==> config.mk <==
export PLATFORM = sky130hd
export DESIGN_NAME = data_ram_arbiter
export DESIGN_NICKNAME = d
export VERILOG_FILES = /design/src/rtl/data_ram_arbiter_pkg.sv /design/src/rtl/data_ram_arbiter_wait_cnt.sv /design/src/rtl/data_ram_arbiter.sv
export SDC_FILE = /design/constraint.sdc
export NUM_CORES = 1
export LEC_CHECK = 0
export BUFFER_PORTS_ARGS = -buffer_cell sky130_fd_sc_hd__buf_2
export CORE_AREA = 2 2 119 121
export DETAILED_ROUTE_END_ITERATION = 8
export DIE_AREA = 0 0 121 123
export MAX_ROUTING_LAYER = met4
export PLACE_DENSITY_LB_ADDON = 0.25
export SETUP_SLACK_MARGIN = 0.2
export SLEW_MARGIN = 25
export SYNTH_ARGS = -nofsm -noshare
export SYNTH_HDL_FRONTEND = slang
export SYNTH_SLANG_ARGS = --single-unit
export TNS_END_PERCENT = 20
==> constraint.sdc <==
create_clock -name clk -period 1.6 [get_ports clk]
set_input_delay 0.08 -clock clk [delete_from_list [all_inputs] [get_ports clk]]
set_output_delay 0.08 -clock clk [all_outputs]
set_load 0.01 [all_outputs]
==> src/rtl/data_ram_arbiter_pkg.sv <==
// Shared definitions for the data_ram arbiter:
// owner states, master ids, wait counter width.
package arb_defs;

  localparam int CNT_W = 4;

  typedef enum logic [1:0] {
    IDLE = 2'd0,
    OWN0 = 2'd1,
    OWN1 = 2'd2
  } own_e;

  typedef enum logic {
    M0 = 1'b0,
    M1 = 1'b1
  } mid_e;

endpackage

==> src/rtl/data_ram_arbiter_wait_cnt.sv <==
// Per-master consecutive-denial counter,
// saturating at limit; clears on grant or idle.
module arb_wait_cnt
  import arb_defs::*;
(
  input  logic             clk,
  input  logic             rst,
  input  logic             req,
  input  logic             gnt,
  input  logic [CNT_W-1:0] limit,
  output logic [CNT_W-1:0] count,
  output logic             at_max
);

  assign at_max = (count >= limit);

  always_ff @(posedge clk or negedge rst) begin
    if (!rst) begin
      count <= '0;
    end else if (req && !gnt) begin
      if (!at_max) count <= count + CNT_W'(1);
    end else begin
      count <= '0;
    end
  end

endmodule

==> src/rtl/data_ram_arbiter.sv <==
// Two-master data_ram arbiter with m1 bus lock and starvation limit.
// Define ARB_ROUND_ROBIN_EN for round-robin ties (else m0 wins ties).
module data_ram_arbiter
  import arb_defs::*;
#(
  parameter int AW       = 32,
  parameter int DW       = 32,
  parameter int WAIT_MAX = 4
) (
  input  logic          clk,
  input  logic          rst,
  input  logic          m0_ce,
  input  logic          m0_we,
  input  logic [AW-1:0] m0_addr,
  input  logic [3:0]    m0_sel,
  input  logic [DW-1:0] m0_wdata,
  output logic [DW-1:0] m0_rdata,
  output logic          m0_gnt,
  input  logic          m1_ce,
  input  logic          m1_we,
  input  logic [AW-1:0] m1_addr,
  input  logic [3:0]    m1_sel,
  input  logic [DW-1:0] m1_wdata,
  input  logic          m1_lock,
  output logic [DW-1:0] m1_rdata,
  output logic          m1_gnt,
  output logic          ram_ce,
  output logic          ram_we,
  output logic [AW-1:0] ram_addr,
  output logic [3:0]    ram_sel,
  output logic [DW-1:0] ram_wdata,
  input  logic [DW-1:0] ram_rdata
);

`ifdef ARB_ROUND_ROBIN_EN
  localparam bit RR_EN = 1'b1;
`else
  localparam bit RR_EN = 1'b0;
`endif

  localparam logic [CNT_W-1:0] LIMIT =
    CNT_W'(WAIT_MAX);

  own_e             state;
  mid_e             last;
  logic [CNT_W-1:0] w0;
  logic [CNT_W-1:0] w1;
  logic             max0;
  logic             max1;
  logic             gnt0;
  logic             gnt1;
  logic             hold;
  logic             tie1;

  arb_wait_cnt u_wait0 (
    .clk    (clk),
    .rst    (rst),
    .req    (m0_ce),
    .gnt    (gnt0),
    .limit  (LIMIT),
    .count  (w0),
    .at_max (max0)
  );

  arb_wait_cnt u_wait1 (
    .clk    (clk),
    .rst    (rst),
    .req    (m1_ce),
    .gnt    (gnt1),
    .limit  (LIMIT),
    .count  (w1),
    .at_max (max1)
  );

  always_comb begin
    assert (w0 <= LIMIT && w1 <= LIMIT);
  end

  // Items after the single-request ones only see both masters requesting.
  always_comb begin
    gnt0 = 1'b0;
    gnt1 = 1'b0;
    hold = (state == OWN1) && m1_ce && !max0;
    tie1 = RR_EN && (last == M0);
    priority case (1'b1)
      hold:               gnt1 = 1'b1;
      (m0_ce && !m1_ce):  gnt0 = 1'b1;
      (m1_ce && !m0_ce):  gnt1 = 1'b1;
      (m0_ce && max0):    gnt0 = 1'b1;
      (m1_ce && max1):    gnt1 = 1'b1;
      m0_ce: begin
        gnt1 = tie1;
        gnt0 = !tie1;
      end
      default: ;
    endcase
  end

  always_ff @(posedge clk or negedge rst) begin
    if (!rst) begin
      state <= IDLE;
      last  <= M1;
    end else begin
      if (gnt0 || gnt1) last <= gnt1 ? M1 : M0;
      unique case (state)
        IDLE: begin
          if (gnt0)                 state <= OWN0;
          else if (gnt1 && m1_lock) state <= OWN1;
        end
        OWN0: begin
          if (!gnt0) state <= IDLE;
        end
        OWN1: begin
          if (!m1_ce || !m1_lock) state <= IDLE;
          else if (gnt0)          state <= OWN0;
        end
        default: state <= IDLE;
      endcase
    end
  end

  always_comb begin
    ram_ce    = gnt0 | gnt1;
    ram_we    = 1'b0;
    ram_addr  = '0;
    ram_sel   = '0;
    ram_wdata = '0;
    m0_rdata  = '0;
    m1_rdata  = '0;
    if (gnt0) begin
      ram_we    = m0_we;
      ram_addr  = m0_addr;
      ram_sel   = m0_sel;
      ram_wdata = m0_wdata;
      m0_rdata  = ram_rdata;
    end else if (gnt1) begin
      ram_we    = m1_we;
      ram_addr  = m1_addr;
      ram_sel   = m1_sel;
      ram_wdata = m1_wdata;
      m1_rdata  = ram_rdata;
    end
  end

  assign m0_gnt = gnt0;
  assign m1_gnt = gnt1;

endmodule

# Word-level counts from Yosys, hierarchy flattened
# Index checks and enable logic that the tools add are counted.
op_classes:
  muxes: 32
  div: 0
  mul: 0
  n_addsub: 2
  shifts: 0
  magnitude_cmp: 2
  bitwise: 1
  n_reduce_logical: 18
  n_eq_ne: 7
op_table:
  columns: ["cell", "n"]
  rows:
  - ["32-bit two-way mux", 7]
  - ["4-bit two-way mux", 6]
  - ["1-bit two-way mux", 13]
  - ["2-bit two-way mux", 5]
  - ["1-bit logical AND", 9]
  - ["4-bit by 1-bit adder with 4-bit output (second input constant)", 2]
  - ["4-bit by 3-bit greater-or-equal comparator with 1-bit output (second input constant)", 2]
  - ["1-bit logical NOT", 6]
  - ["2-bit != test (second input constant)", 3]
  - ["2-bit one-hot mux with 3 select lines", 1]
  - ["3-bit by 2-bit != test with 1-bit output (second input constant)", 1]
  - ["3-bit != test (second input constant)", 1]
  - ["3-bit AND reduction", 1]
  - ["2-bit by 1-bit equality test with 1-bit output (second input constant)", 1]
  - ["2-bit equality test (second input constant)", 1]
  - ["2-bit logical NOT", 1]
  - ["1-bit logical OR", 1]
  - ["1-bit OR", 1]
totals:
  inputBits: 175
  mem_bits_ro: 0
  mem_count: 0
  latch_bits: 0
  word_cells: 65
  reg_bits: 10
  ram_bits: 0

# Logic depth before layout (Yosys ltp)
depth:
  depth_word: 11
  ltp_mapped: 6
  ltp_nobuf: 4

# Modules after synthesis
# Synthesis repeated with hierarchy kept, for this count alone.
hier_totals:
  hier_cells: 229
  hier_area_um2: 1879.3
modules_own_cells:
  columns: ["mod", "seq_area_each_um2", "area_each_um2", "cells_each", "instances"]
  rows:
  - ["data_ram_arbiter", 50.0, 1298.7, 171, 1]
  - ["arb_wait_cnt", 100.1, 290.3, 29, 2]

# Worst setup path after synthesis
# No wires, ideal clock.
synth_timing:
  kind: "reg-to-output"
  start: "register state[1]"
  end: "output port ram_addr[19]"
  stages_incl_launch_ff: 7
  t_arrival_ps: 1453
  required_time_ps: 1520
  slack_ps: 67
  cell_sequence: "dfrtp_1 -> nor2b_1 -> o311ai_4 -> o21ai_2 -> buf_6 -> buf_6 -> a22o_1"
synth_via:
  elab_chain_cells: 6
  elab_cells_between_ends: 7
  cone_classes: "eq/ne: 1; mux: 4; reduce/logical: 2"
synth_lines:
  columns: ["element", "line_no", "source"]
  rows:
  - ["start, declared", "data_ram_arbiter.sv:44", "own_e state;"]
  - ["start signal, assigned", "data_ram_arbiter.sv:101", "state <= IDLE;"]
  - ["start signal, assigned", "data_ram_arbiter.sv:107", "if (gnt0) state <= OWN0;"]
  - ["start signal, assigned", "data_ram_arbiter.sv:108", "else if (gnt1 && m1_lock) state <= OWN1;"]
  - ["2-bit equality test (*)", "data_ram_arbiter.sv:83", "hold = (state == OWN1) && m1_ce && !max0;"]
  - ["1-bit logical AND (*) (2 in series)", "data_ram_arbiter.sv:83", null]
  - ["1-bit two-way mux", "data_ram_arbiter.sv:85", "priority case (1'b1)"]
  - ["32-bit two-way mux", "data_ram_arbiter.sv:136", "end else if (gnt1) begin"]
  - ["32-bit two-way mux (*)", "data_ram_arbiter.sv:130", "if (gnt0) begin"]
  - ["end, declared", "data_ram_arbiter.sv:29", "output logic [AW-1:0] ram_addr,"]
# Every way passes the cells marked *; elsewhere a longest branch is shown, timed or not.

# Final worst setup path
layout_timing:
  start: "register state[1]"
  end: "output port ram_addr[24]"
# Same word-level chain as after synthesis.

==> run_results.csv <==
group,metric,value,unit
cts,cts_tree,"yes",
global_route,grt_max_degree,56,
global_route,antenna_found_initial,2,
worst_setup_path,worstReg2RegStart,"state[1]",
timing,min_period,1.89,ns
die,core-area,13600,sq um
yosys,avgSynthCellArea,8.07,sq um
global_route,grt_use_met1,15.8,%
yosys,postSynth.asyncResetShare,100,%
cts,htree_levels,1,
power,vdd.ir_drop.worst,447,uV
power,powerDensity,479,nW/um^2
die,num_rows,43,
worst_setup_path,r2r_slack,0.09,ns
cts,cts_buffer_depth,2,
yosys,yosys-top-cells-area,"a22o_1 (37%), dfrtp_1 (15%), and2_1 (13%)",
worst_setup_path,crit_path_start_kind,"flop",
yosys,synth_seq_area_share,15.4,%
hold_path,worstHoldEndpoint,"state[1]",
hold_path,hp-start,"m1_lock",
placed_design,place_area,3380,sq um
layout,design_area,3640,sq um
global_route,gr-total-overflow,0,
die,boundaryPins,311,
placed_design,portBuffers,310,
worst_setup_path,critPathRequiredTime,1.52,ns
placed_design,gp_congestion,0.870,
timing,slew_viol_final,0,
drt,drt-pass1-iter-count,4,
power,leakagePower,0.00226,uW
timing,fmax,529,MHz
yosys,yosys_warnings,0,
yosys,yosys.area.top_type,"a22o_1",
job,maxCapViolCount,0,
drt,drtIter0Drc,101,
worst_setup_path,worstSetupPathType,"reg2out",
layout,area_delta_synth_final,125,%
timing,worst_slack,-0.292,ns
global_route,grt-busiest-layer,"met2",
timing,rsz0062_at_grt,"true",
cts,numCtsBuffers,3,
die,die_h,123,um
drt,drc,0,
yosys,synth_cells,201,
drt,post_drt_wl_per_cell,16.0,um
worst_setup_path,cp.arrival,1.81,ns
global_route,use_met2,22.0,%
cts,clock_latency,0.24,ns
drt,route.antenna.remaining_nets,0,
cts,cts_root_buf,"clkbuf_16",
yosys,syn_nets,378,
cts,clock-sinks,10,
global_route,grt_usage,13.1,%
drt,via_per_inst,4.17,
timing,skew,0.000821,ns
yosys,synth-seq-cells,10,
hold_path,hold_path_class,"in2reg",
placed_design,place_hpwl,8940,um
hold_path,worstHoldPathCells,2,
layout,finalNonFillerCells,684,
die,die_area,14900,sq um
drt,wl,10900,um
outcome,failed_checks,"setup timing",
die,fp.dieW,121,um
worst_setup_path,critPathCaptureType,"output port",
layout,drive_above_1_share,66.5,%
yosys,synth-main-ff-cell,"dfrtp_1",
yosys,synth.cell_area,1620,sq um
timing,period_share,118,%
die,initial_utilization,11.9,%
cts,clk_pin_slew,0.04,ns
yosys,yosysTopAreaCellShare,37.3,%
timing,finalHoldViolations,0,
yosys,ys_types,28,
cts,postCtsSetupBuffers,0,
layout,nets,680,
worst_setup_path,worstReg2RegEnd,"state[0]",
global_route,grt_pass1_wl,14800,um
timing,whs,0.105,ns
placed_design,dp.cells,676,
worst_setup_path,crit_path_max_fanout,31,
yosys,synth-edff-count,0,
global_route,grt_pass1_vias,2604,
drt,num_vias,2854,
layout,post-route-util,26.8,%
outcome,status,"complete, but fails checks",
timing,setup_viol,135,
global_route,met3_usage,3.09,%
worst_setup_path,rr_worst_depth,5,
==> power by group <==
group          internal, uW  total [uW]  leakage, uW  switching (uW)
combinational           518         990      0.00208             472
sequential              261         266     0.000134            5.04
clock                   376         491    0.0000442             116
==> critical path, cell delays in order, from the launching register on <==
cell,delay [ns]
dfrtp_1,0.36
nor2b_4,0.13
o311ai_4,0.29
and2_4,0.27
buf_12,0.19
a22o_1,0.17
buf_2,0.14
==> metal layers <==
metal / wire length, um / up-vias
li1: - / 1366
met1: 4390 / 1327
met2: 5360 / 151
met3: 980 / 10
met4: 223 / 0
met5: 0 / -
==> sequential cells by signal (all words and copies together) (netlist names) <==
name	flops
u_wait0.count	4
state	2
u_wait1.count	4
==> cells by family (layout without fill, tap and decap cells) <==
| logic type | count (synthesis) | after routing | share of synthesized area [%] |
|---|---|---|---|
| other cells | 1 | 3 | 0.231 |
| simple gates | 81 | 81 | 30.2 |
| flops | 10 | 10 | 15.4 |
| compound gates | 76 | 76 | 41.3 |
| xor+xnor | 2 | 2 | 1.08 |
| buf+inv | 29 | 330 | 10.3 |
| fa+ha+maj | 2 | 2 | 1.54 |
==> repair_timing <==
| action | 4_1_cts | 5_1_grt |
|---|---|---|
| endpoints found under the hold margin | 10 | 0 |
| resized for setup | 22 | 11 |
| pin swaps | 36 | 21 |
| setup endpoints to repair | 137 | 137 |
| hold buffers | 1 | 0 |
| cloned | 1 | 0 |
==> layout by cell type (no fill, tap or decap) <==
cell and count:
buf_12 3, buf_2 288, clkbuf_8 1, clkbuf_16 3
inv_1 3, o21ai_4 1, a21boi_0 1, a21oi_1 2
nor3_1 1, and3_1 32, buf_4 12, nand2b_1 1
and3b_1 1, or2_2 1, diode_2 2, nand4_1 1
and2_4 3, buf_6 18, nor2_4 1, and2_1 30
buf_16 1, nand3b_1 1, o21ai_0 1, dfrtp_1 10
nand2_1 2, xnor2_1 2, a21o_1 1, nor2b_4 1
o311ai_4 1, ha_1 2, dlygate4sd3_1 1, nor2_1 6
a22o_1 69, conb_1 1
==> area by class of cell <==
type / count / area (sq um)
diodes: 2 / 5.00
fillers: 1518 / 9970
flip-flops and latches: 10 / 250
inverters: 3 / 11.3
well taps: 180 / 225
repair buffers: 323 / 1830
multi-input cells: 162 / 1230
clock buffers: 4 / 88.8
==> cell usage after synthesis (2+ instances only) <==
cell,count
buf_6,6
and3_1,32
nand2_1,2
a21oi_1,2
and2_1,33
buf_2,7
inv_1,3
nor2_1,6
ha_1,2
a22o_1,69
clkbuf_1,12
dfrtp_1,10
xnor2_1,2
==> worst max-delay path by stage <==
| stage | startpoint | end | slack [ns] | cells past startpoint |
|---|---|---|---|---|
| floorplan | state[1] | ram_addr[19] | 0.09 | 6 |
| global placement | state[1] | ram_sel[3] | -0.12 | 6 |
| detailed placement | state[1] | ram_addr[7] | -0.11 | 6 |
| CTS | state[1] | ram_addr[7] | -0.30 | 6 |
| global route | state[1] | ram_addr[10] | -0.37 | 6 |
| finish | state[1] | ram_addr[24] | -0.29 | 6 |
==> metrics by stage <==
stage               total power [uW]  setup TNS (ns)  setup WS, ns
finish                          1750          -28.38        -0.292
global route                    1850          -39.69        -0.370
CTS                             1750          -29.27        -0.300
detailed placement              1190           -4.35        -0.110
global placement                1200           -4.23        -0.118
floorplan                        687               0        0.0894
(Power assumes the default switching activity.)
